`src/rtl/multi_blob_tracker.sv`:
```
// Per-colour blob centroid tracker: accumulates pixel sums per channel during a frame, then
// divides with one shared bit-serial divider and applies exponential smoothing at frame end.
module multi_blob_tracker #(
  parameter int unsigned NCOLORS      = 4,
  parameter int unsigned CBITS        = 2,
  parameter int unsigned XBITS        = 10,
  parameter int unsigned YBITS        = 9,
  parameter int unsigned ACC_BITS     = 32,
  parameter int unsigned SMOOTH_SHIFT = 1,
  parameter int unsigned MIN_COUNT    = 16
) (
  input  logic                       clk,
  input  logic                       reset,
  input  logic [CBITS-1:0]           color,
  input  logic [XBITS-1:0]           pix_x,
  input  logic [YBITS-1:0]           pix_y,
  input  logic                       pix_valid,
  input  logic                       frame_flag,
  output logic                       busy,
  output logic                       dropped,
  output logic                       out_valid,
  output logic [NCOLORS-1:0]         ch_found,
  output logic [NCOLORS*XBITS-1:0]   ch_x,
  output logic [NCOLORS*YBITS-1:0]   ch_y
);
  localparam int unsigned CH_W = (NCOLORS > 1) ? $clog2(NCOLORS) : 1;
  localparam int unsigned BC_W = (ACC_BITS > 1) ? $clog2(ACC_BITS) : 1;

  typedef enum logic [2:0] {ACCUM, LOAD, DIVX, DIVY, UPDATE, DONE} state_t;

  state_t                state;
  logic                  frame_q;
  logic [ACC_BITS-1:0]   sum_x [NCOLORS];
  logic [ACC_BITS-1:0]   sum_y [NCOLORS];
  logic [ACC_BITS-1:0]   cnt   [NCOLORS];
  logic [NCOLORS-1:0]    ovf, lock, found_r;
  logic [XBITS-1:0]      pos_x [NCOLORS];
  logic [YBITS-1:0]      pos_y [NCOLORS];
  logic [CH_W-1:0]       ch;
  logic [BC_W-1:0]       bit_cnt;
  logic [ACC_BITS-1:0]   dividend, divisor, rem, quot;
  logic [XBITS-1:0]      avg_x;

  logic                  in_range_c, ge_c, found_c;
  logic [CBITS-1:0]      col_c;
  logic [ACC_BITS:0]     add_x_c, add_y_c, add_n_c, rem_sh_c;
  logic [ACC_BITS-1:0]   rem_nx_c, quot_nx_c;
  logic [YBITS-1:0]      avg_y_c;
  logic signed [XBITS:0] dx_c, smx_c;
  logic signed [YBITS:0] dy_c, smy_c;
  logic [CH_W-1:0]       ch_nx_c;
  logic [XBITS-1:0]      pos_x_n [NCOLORS];
  logic [YBITS-1:0]      pos_y_n [NCOLORS];
  logic [NCOLORS-1:0]    lock_n, found_n;

  // Saturating add; the MSB of the result flags saturation.
  function automatic logic [ACC_BITS:0] sat_add(input logic [ACC_BITS-1:0] a,
                                                input logic [ACC_BITS-1:0] b);
    logic [ACC_BITS:0] s;
    s = {1'b0, a} + {1'b0, b};
    return s[ACC_BITS] ? {1'b1, {ACC_BITS{1'b1}}} : s;
  endfunction

  always_comb begin
    in_range_c = (32'(color) < NCOLORS);
    col_c      = in_range_c ? color : '0;
    add_x_c    = sat_add(sum_x[col_c], ACC_BITS'(pix_x));
    add_y_c    = sat_add(sum_y[col_c], ACC_BITS'(pix_y));
    add_n_c    = sat_add(cnt[col_c], ACC_BITS'(1));
    // One restoring-division step.
    rem_sh_c   = {rem, dividend[ACC_BITS-1]};
    ge_c       = (rem_sh_c >= {1'b0, divisor});
    rem_nx_c   = ge_c ? ACC_BITS'(rem_sh_c - {1'b0, divisor}) : ACC_BITS'(rem_sh_c);
    quot_nx_c  = {quot[ACC_BITS-2:0], ge_c};
    avg_y_c    = YBITS'(quot);
    ch_nx_c    = ch + CH_W'(1);
    found_c    = (cnt[ch] >= ACC_BITS'(MIN_COUNT)) && !ovf[ch];
    dx_c       = $signed({1'b0, avg_x}) - $signed({1'b0, pos_x[ch]});
    smx_c      = $signed({1'b0, pos_x[ch]}) + (dx_c >>> SMOOTH_SHIFT);
    dy_c       = $signed({1'b0, avg_y_c}) - $signed({1'b0, pos_y[ch]});
    smy_c      = $signed({1'b0, pos_y[ch]}) + (dy_c >>> SMOOTH_SHIFT);
    pos_x_n    = pos_x;
    pos_y_n    = pos_y;
    lock_n     = lock;
    found_n    = found_r;
    if (state == UPDATE) begin
      found_n[ch] = found_c;
      lock_n[ch]  = found_c;
      if (found_c) begin
        pos_x_n[ch] = lock[ch] ? XBITS'(smx_c) : avg_x;
        pos_y_n[ch] = lock[ch] ? YBITS'(smy_c) : avg_y_c;
      end
    end
  end

  always_ff @(posedge clk) begin
    if (reset) begin
      state     <= ACCUM;
      frame_q   <= 1'b0;
      busy      <= 1'b0;
      dropped   <= 1'b0;
      out_valid <= 1'b0;
      ch_found  <= '0;
      ch_x      <= '0;
      ch_y      <= '0;
      ovf       <= '0;
      lock      <= '0;
      found_r   <= '0;
      ch        <= '0;
      bit_cnt   <= '0;
      dividend  <= '0;
      divisor   <= '0;
      rem       <= '0;
      quot      <= '0;
      avg_x     <= '0;
      for (int k = 0; k < NCOLORS; k++) begin
        sum_x[k] <= '0;
        sum_y[k] <= '0;
        cnt[k]   <= '0;
        pos_x[k] <= '0;
        pos_y[k] <= '0;
      end
    end else begin
      frame_q   <= frame_flag;
      out_valid <= 1'b0;
      if (pix_valid && state != ACCUM) dropped <= 1'b1;
      case (state)
        ACCUM: begin
          if (pix_valid && in_range_c) begin
            sum_x[col_c] <= add_x_c[ACC_BITS-1:0];
            sum_y[col_c] <= add_y_c[ACC_BITS-1:0];
            cnt[col_c]   <= add_n_c[ACC_BITS-1:0];
            ovf[col_c]   <= ovf[col_c] | add_x_c[ACC_BITS] | add_y_c[ACC_BITS] | add_n_c[ACC_BITS];
          end
          if (frame_flag && !frame_q) begin
            state <= LOAD;
            busy  <= 1'b1;
          end
        end
        LOAD: begin
          ch       <= '0;
          dividend <= sum_x[0];
          divisor  <= cnt[0];
          rem      <= '0;
          quot     <= '0;
          bit_cnt  <= '0;
          state    <= DIVX;
        end
        DIVX, DIVY: begin
          rem      <= rem_nx_c;
          quot     <= quot_nx_c;
          dividend <= {dividend[ACC_BITS-2:0], 1'b0};
          bit_cnt  <= bit_cnt + BC_W'(1);
          if (bit_cnt == BC_W'(ACC_BITS - 1)) begin
            bit_cnt <= '0;
            if (state == DIVX) begin
              avg_x    <= XBITS'(quot_nx_c);
              dividend <= sum_y[ch];
              rem      <= '0;
              quot     <= '0;
              state    <= DIVY;
            end else begin
              state <= UPDATE;
            end
          end
        end
        UPDATE: begin
          pos_x   <= pos_x_n;
          pos_y   <= pos_y_n;
          lock    <= lock_n;
          found_r <= found_n;
          if (ch == CH_W'(NCOLORS - 1)) begin
            state     <= DONE;
            out_valid <= 1'b1;
            ch_found  <= found_n;
            for (int k = 0; k < NCOLORS; k++) begin
              ch_x[k*XBITS +: XBITS] <= pos_x_n[k];
              ch_y[k*YBITS +: YBITS] <= pos_y_n[k];
            end
          end else begin
            ch       <= ch_nx_c;
            dividend <= sum_x[ch_nx_c];
            divisor  <= cnt[ch_nx_c];
            rem      <= '0;
            quot     <= '0;
            state    <= DIVX;
          end
        end
        DONE: begin
          if (!frame_flag) begin
            for (int k = 0; k < NCOLORS; k++) begin
              sum_x[k] <= '0;
              sum_y[k] <= '0;
              cnt[k]   <= '0;
            end
            ovf     <= '0;
            dropped <= 1'b0;
            busy    <= 1'b0;
            state   <= ACCUM;
          end
        end
        default: state <= ACCUM;
      endcase
    end
  end
endmodule

```
`config.mk`:
```
export PLATFORM = sky130hd
export DESIGN_NAME = multi_blob_tracker
export DESIGN_NICKNAME = d
export VERILOG_FILES = /design/src/rtl/multi_blob_tracker.sv
export SDC_FILE = /design/constraint.sdc
export NUM_CORES = 2
export LEC_CHECK = 0
export CAP_MARGIN = 20
export CORE_MARGIN = 4
export CORE_UTILIZATION = 57
export CTS_BUF_LIST = sky130_fd_sc_hd__clkbuf_16
export DETAILED_ROUTE_END_ITERATION = 12
export GPL_TIMING_DRIVEN = 0
export PLACE_DENSITY = 0.78
export REMOVE_ABC_BUFFERS = 1
export SYNTH_ARGS = -nofsm -noshare
export SYNTH_HDL_FRONTEND = slang
export SYNTH_SLANG_ARGS = --single-unit
```
`constraint.sdc`:
```
create_clock -name clk -period 5.8 [get_ports clk]
set_clock_uncertainty 0.15 [all_clocks]
set_input_delay 0.58 -clock clk [delete_from_list [all_inputs] [get_ports clk]]
set_output_delay 0.58 -clock clk [all_outputs]
set_load 0.03 [all_outputs]
```
# == After elaboration in Yosys (flattened, before gate mapping) ==
# Memories as Yosys holds them, arrays and structs flattened. A register that Yosys moved wholly into a read port is not among the register bits.
# Cells that the tools add are included.
# totals
reg_bits,297
ramBits,384
input_bits,25
wordCells,203
mem_count,3
# memory_table
name,words,width,rd,rd_clocked_by_memory_dff,write_ports,line,source
cnt,4,32,4,1,4,35,logic [ACC_BITS-1:0] cnt [NCOLORS];
sum_x,4,32,3,0,4,33,logic [ACC_BITS-1:0] sum_x [NCOLORS];
sum_y,4,32,2,1,4,34,logic [ACC_BITS-1:0] sum_y [NCOLORS];
# classes
addsub,10
n_lt_le_gt_ge,8
eq_ne,12
n_mux,101
n_bitwise,17
reduce_logical,26
# op_table
op,count
32-bit two-way mux,23
32-bit one-hot mux with 3 select lines,2
33-bit two-way mux,3
32-bit OR reduction,3
32-bit one-hot mux with 2 select lines,1
9-bit two-way mux,6
40-bit bitwise mux,1
10-bit two-way mux,4
40-bit two-way mux,1
36-bit bitwise mux,1
36-bit two-way mux,1
"32-bit by 1-bit adder with 33-bit output, second input constant",1
32-bit by 10-bit adder with 33-bit output,1
32-bit by 9-bit adder with 33-bit output,1
33-bit by 32-bit >= comparator with 1-bit output,1
"32-bit by 5-bit >= comparator with 1-bit output, second input constant",1
32-bit subtractor,1
9-bit one-hot mux with 3 select lines,1
1-bit two-way mux,24
10-bit binary-select mux with 2-bit select,1
10-bit demux with 2-bit select,1
9-bit binary-select mux with 2-bit select,1
9-bit demux with 2-bit select,1
2-bit two-way mux,8
38 further kinds,85

# == Longest topological paths before layout ==
# depth
word_depth,9
ltp_mapped,23
depth_no_buf,19

# == Worst setup path after synthesis ==
# No wires, ideal clock.
# synth_timing
kind,register to register
startpoint,reg ch[0]
endpoint,reg ch_x[19]
setup_ps,86
t_arrival_ps,5502
t_required_ps,5564
path_slack_ps,63
path_stages_with_launch,22
path_buffers,4
synth_period_minus_slack_ps,5737
path_cell_list,dfxtp_1 -> buf_2 -> buf_1 -> clkbuf_1 -> buf_2 -> mux4_2 -> inv_1 -> ha_1 -> a21boi_0 -> o21ai_0 -> a21oi_1 -> or4_1 -> a31o_2 -> a21oi_1 -> xnor2_1 -> ha_1 -> nand2_1 -> or3_1 -> and3_1 -> mux2i_1 -> a22oi_1 -> a211oi_1
# synth_via
elab_chain_cells,9
# synth_rtl
element,line,source
start: declaration,39,logic [CH_W-1:0] ch;
start signal: assignment,181,ch <= ch_nx_c;
2-bit inverter with 3-bit output,"78, 79, 90",
10-bit binary-select mux with 2-bit select,"78, 79",
10-bit two-way mux (implied by the code) (2 in a row),"78, 79",
10-bit by 10-bit subtractor with 11-bit output,78,"dx_c = $signed({1'b0, avg_x}) - $signed({1'b0, pos_x[ch]});"
10-bit adder,79,"smx_c = $signed({1'b0, pos_x[ch]}) + (dx_c >>> SMOOTH_SHIFT);"
10-bit two-way mux,90,pos_x_n[ch] = lock[ch] ? XBITS'(smx_c) : avg_x;
40-bit bitwise mux,90,
40-bit two-way mux,89,if (found_c) begin
end signal: indexed assignment,177,ch_x[k*XBITS +: XBITS] <= pos_x_n[k];
end: declaration,23,"output logic [NCOLORS*XBITS-1:0] ch_x,"
# Several ways; a longest one is shown, not always the timed one. The select of a mux whose other input is x is not followed.
# A chain may end at the register's enable or synchronous reset.

# == Worst setup path in the final report ==
# layout_timing
startpoint,in color[0]
endpoint,reg ovf[3]
# layout_via
elab_chain_cells,9
# layout_rtl
element,line,source
start: declaration,14,"input logic [CBITS-1:0] color,"
memory 4 x 32 bit,n/a,
32-bit by 10-bit adder with 33-bit output,60,"s = {1'b0, a} + {1'b0, b};"
33-bit two-way mux,61,"return s[ACC_BITS] ? {1'b1, {ACC_BITS{1'b1}}} : s;"
1-bit OR (3 in a row),133,ovf[col_c] <= ovf[col_c] | add_x_c[ACC_BITS] | add_y_c[ACC_BITS] | add_n_c[ACC_BITS];
4-bit bitwise mux (*),133,
4-bit two-way mux (*),129,if (pix_valid && in_range_c) begin
4-bit one-hot mux with 2 select lines (*),127,case (state)
end signal: indexed assignment,133,
end: declaration,36,"logic [NCOLORS-1:0] ovf, lock, found_r;"
# Every way passes the cells marked *; elsewhere a longest branch is shown, timed or not. The select of a mux whose other input is x is not followed.

==> out/qor.tcl <==
set qor(std_cell_rows) 93
set qor(synth.distinct_cells) 100
set qor(min_period_ns) 5.58
set qor(critical-path-max-stage-delay_ns) 0.77
set qor(ys_seq_area_share_pct) 46.7
set qor(synth_top_area_share_pct) 30.8
set qor(grt.overflow.total) 0
set qor(dp_cells) 4384
set qor(layout.cell_area.non_filler_sq_um) 42100
set qor(nNetsFinal) 3737
set qor(initialDrtViolationCount) 3434
set qor(die_width_microns) 264
set qor(antenna_violating_nets_post_route) 0
set qor(worst_path_max_delay_cell) {sky130_fd_sc_hd__a31oi_1}
set qor(cts-hold-fix-buffers) 0
set qor(post_synth_main_area_contributors) {sky130_fd_sc_hd__edfxtp_1 31%, sky130_fd_sc_hd__dfxtp_1 16%, sky130_fd_sc_hd__mux4_2 9.1%}
set qor(drt_first_pass_iters) 6
set qor(slew_violations) 0
set qor(clk_pin_slew_ns) 0.06
set qor(met2_wire_len_microns) 49500
set qor(avgViaCountPerCell) 6.54
set qor(cp-end-kind) {register}
set qor(timing_worst_slew_pin_value_ns) 1.16
set qor(start_kind) {input pin}
set qor(yosys_warnings) 0
set qor(postSynthAreaPerCell_sq_um) 10.4
set qor(clock_sinks) 682
set qor(timing.critical_path.arrival_ns) 5.95
set qor(path_delay_family) {compound AO/OA/AOI/OAI gates}
set qor(cts_max_path_buffers) 3
set qor(switching_share_of_total_power_pct) 36.5
set qor(power_frac_comb_pct) 36.8
set qor(worst_hold_path_type) {input pin to register}
set qor(ff2ff_setup_slack_ns) 0.28
set qor(fin_worst_hold_slack_ns) 0.252
set qor(asyncSetResetFlopFracSynth_pct) 0
set qor(fin_util_pct) 64.9
set qor(setup_viol_count_final) 0
set qor(syn-instance-count) 3618
set qor(top_signal_layer_used) {met4}
set qor(tritoncts.num_buffers) 74
set qor(rsz0062_at_grt) {false}
set qor(synth.cell_area_sq_um) 37500
set qor(switchingPower_mw) 6.18
set qor(total_die_area_sq_um) 69900
set qor(top_level_i_o_count) 108
set qor(met3_wirelength_microns) 9790
set qor(post_cts_resize_count) 0
set qor(internal_cell_power_mw) 10.8
set qor(drt_total_wl_microns) 102000
set qor(finish.cell_count_without_fillers) 4531
set qor(via_count_of_the_first_global_routing_pass) 29431
set qor(detail_route.drc_violations) 0
set qor(areaGrowthSynthToFinish_pct) 12.3
set qor(relSlewSlack_pct) 22.8
set qor(yosys_register_bits) 682
set qor(post-synth-top-area-cell) {sky130_fd_sc_hd__edfxtp_1}
set qor(wirelength_met1_microns) 39300
set qor(peakVddDrop_mv) 0.257
set qor(port_buffers) 107
set qor(avgRoutedWirePerCell_microns) 22.5
set qor(die_height_microns) 264
set qor(number_of_antenna_violations_at_the_first_check_in_global_routing) 2
set qor(data_required_time_at_the_worst_endpoint_ns) 6.17
set qor(preCtsSetupSlack_ns) -0.321
set qor(finalWorstSetupSlack_ns) 0.220
set qor(tritoncts) {done}
set qor(timing.critical_path.cells) {buf_6 -> buf_16 -> mux4_2 -> ha_1 -> fa_1 -> a21o_1 -> a21oi_1 -> o21ai_0 -> a31oi_1 -> or3_4 -> or2_1 -> buf_8 -> nand3_1 -> o221a_2}
set qor(totalNegativeSetupSlack_ns) 0
set qor(insertion_delay_ns) 0.63
set qor(place_area_sq_um) 39600
set qor(total_power_mw) 16.9
set qor(grt_pass1_wl_microns) 161000
set qor(dp.final_hpwl_microns) 64500
set qor(cts.htree.levels) 3
set qor(cts_root_buf) {sky130_fd_sc_hd__clkbuf_16}
set qor(clock_power_share_pct) 27.0
set qor(power.density_nw_per_um2) 403
set qor(worstPathBufferInverterCount) 3
set qor(finalWeightedCongestion) 0.899
set qor(post_synth_edffs) 384
set qor(p_seq_share_pct) 36.3
set qor(final_hold_violation_count) 0
set qor(drive_gt1_share_pct) 10.4
set qor(power.static_leakage_nw) 14.6
set qor(worstSetupPathType) {input pin to register}
set qor(crit_path_max_fanout) 58
set qor(maxClockFrequency_mhz) 179
set qor(cap_violations) 0
set qor(synth_top_flop_cell) {sky130_fd_sc_hd__edfxtp_1}
set qor(fin_crit_sh_pct) 96.2
set qor(design.core.area_sq_um) 64800
set qor(grt_start_max_net_pins) 94
set qor(via_count) 29651
set qor(run_status) {finished, final reports clean}
set qor(starting_density_of_the_core_pct) 57.8
set qor(gr-usage-all-layers_pct) 28.4
## layer usage
metal	vias up	GRT usage, %
met3	268	5.60
met5	-	0
li1	13408	-
met1	14397	37.0
met4	0	11.1
met2	1578	47.4
## worst paths after layout
kind / startpoint / endpoint / cells after the start
min reg2reg: ch_y[28]$_SDFFE_PP0P_ / ch_y[28]$_SDFFE_PP0P_ / 2
max: color[0] / ovf[3]$_SDFFE_PP0P_ / 14
max reg2reg: ch[1]$_SDFFE_PP0P_ / ch_x[19]$_SDFFE_PP0P_ / 18
min: reset / pos_x[34]$_SDFFE_PP0P_ / 2
## cell families after synthesis
group	after synthesis	share of synthesized area (%)
AOI/OAI and AO/OA	753	12.9
muxes	313	14.5
xor gates and xnor gates	108	2.52
and+or+nand+nor	1327	15.9
adders and majority gates	99	3.45
buffers and inverters	336	4.08
DFF	682	46.7
## cell usage in the layout (no fill, tap or decap), types with 14 or more instances in the layout
cell type                         instances
sky130_fd_sc_hd__nor2_1                 683
sky130_fd_sc_hd__edfxtp_1               384
sky130_fd_sc_hd__dfxtp_1                295
sky130_fd_sc_hd__nand2_1                264
sky130_fd_sc_hd__a21oi_1                246
sky130_fd_sc_hd__mux4_2                 151
sky130_fd_sc_hd__o21ai_0                141
sky130_fd_sc_hd__mux2i_1                132
sky130_fd_sc_hd__inv_1                  118
sky130_fd_sc_hd__clkdlybuf4s50_1        104
sky130_fd_sc_hd__ha_1                    91
sky130_fd_sc_hd__xnor2_1                 78
sky130_fd_sc_hd__a22oi_1                 75
sky130_fd_sc_hd__clkbuf_16               74
sky130_fd_sc_hd__a211oi_1                70
sky130_fd_sc_hd__nor3_1                  62
sky130_fd_sc_hd__or3_1                   53
sky130_fd_sc_hd__nand3_1                 51
sky130_fd_sc_hd__nor4_1                  33
sky130_fd_sc_hd__xor2_1                  30
sky130_fd_sc_hd__a21o_1                  29
sky130_fd_sc_hd__nand4_1                 25
sky130_fd_sc_hd__a311oi_1                25
sky130_fd_sc_hd__buf_16                  25
sky130_fd_sc_hd__mux4_1                  23
sky130_fd_sc_hd__and3_1                  19
sky130_fd_sc_hd__o21ai_1                 19
sky130_fd_sc_hd__and2_1                  17
sky130_fd_sc_hd__nand3b_1                17
sky130_fd_sc_hd__o211ai_1                16
sky130_fd_sc_hd__clkinv_1                15
sky130_fd_sc_hd__o2111ai_1               14
## state kept, by name, summed over array words and instances (netlist names), 2 cells and up, named ones only
register  flops
ch_x         40
avg_x        10
cnt         128
ch            2
dividend     32
divisor      32
sum_x       128
sum_y       128
pos_y        36
found_r       3
pos_x        40
bit_cnt       5
ch_found      4
ch_y         36
state         3
ovf           4
lock          4
quot          9
rem          32
## cell type report
class / instances / area [sq um]
clock inverter: 64 / 480
clock buffer: 74 / 1850
multi-input combinational: 2600 / 18600
sequential: 682 / 17500
fill: 4797 / 22700
timing repair buffer: 161 / 2170
inverter: 94 / 353
tap: 855 / 1070
antenna: 1 / 2.50
## Yosys cell counts (all sizes together), types with 9 or more instances
| master | n |
|---|---|
| a2111oi | 10 |
| a211oi | 70 |
| a21o | 29 |
| a21oi | 246 |
| a22oi | 75 |
| a311oi | 25 |
| a31oi | 9 |
| a32oi | 9 |
| and2 | 20 |
| and3 | 20 |
| and4 | 14 |
| buf | 70 |
| clkbuf | 172 |
| dfxtp | 298 |
| edfxtp | 384 |
| ha | 92 |
| inv | 94 |
| mux2i | 132 |
| mux4 | 176 |
| nand2 | 271 |
| nand2b | 11 |
| nand3 | 56 |
| nand3b | 17 |
| nand4 | 27 |
| nor2 | 692 |
| nor2b | 14 |
| nor3 | 66 |
| nor4 | 33 |
| o2111ai | 15 |
| o211ai | 16 |
| o21a | 13 |
| o21ai | 165 |
| o21bai | 10 |
| or2 | 9 |
| or3 | 55 |
| xnor2 | 78 |
| xor2 | 30 |
## power by group through the flow
| stage | clock [mW] | sequential, mW | combinational [mW] |
|---|---|---|---|
| after floorplan | 0 | 6.16 | 4.27 |
| after global placement | 0 | 6.34 | 5.67 |
| after detailed placement | 0 | 6.24 | 5.99 |
| after CTS | 4.60 | 6.15 | 6.07 |
| after global routing | 4.81 | 6.20 | 6.74 |
| final | 4.57 | 6.14 | 6.23 |
## timing repair
item / 4_1_cts / 5_1_grt
setup endpoints to repair: 0 / 3
buffers inserted: 0 / 2
hold endpoints to repair: 0 / 0
No activity file was read; power rests on OpenSTA's default activity.
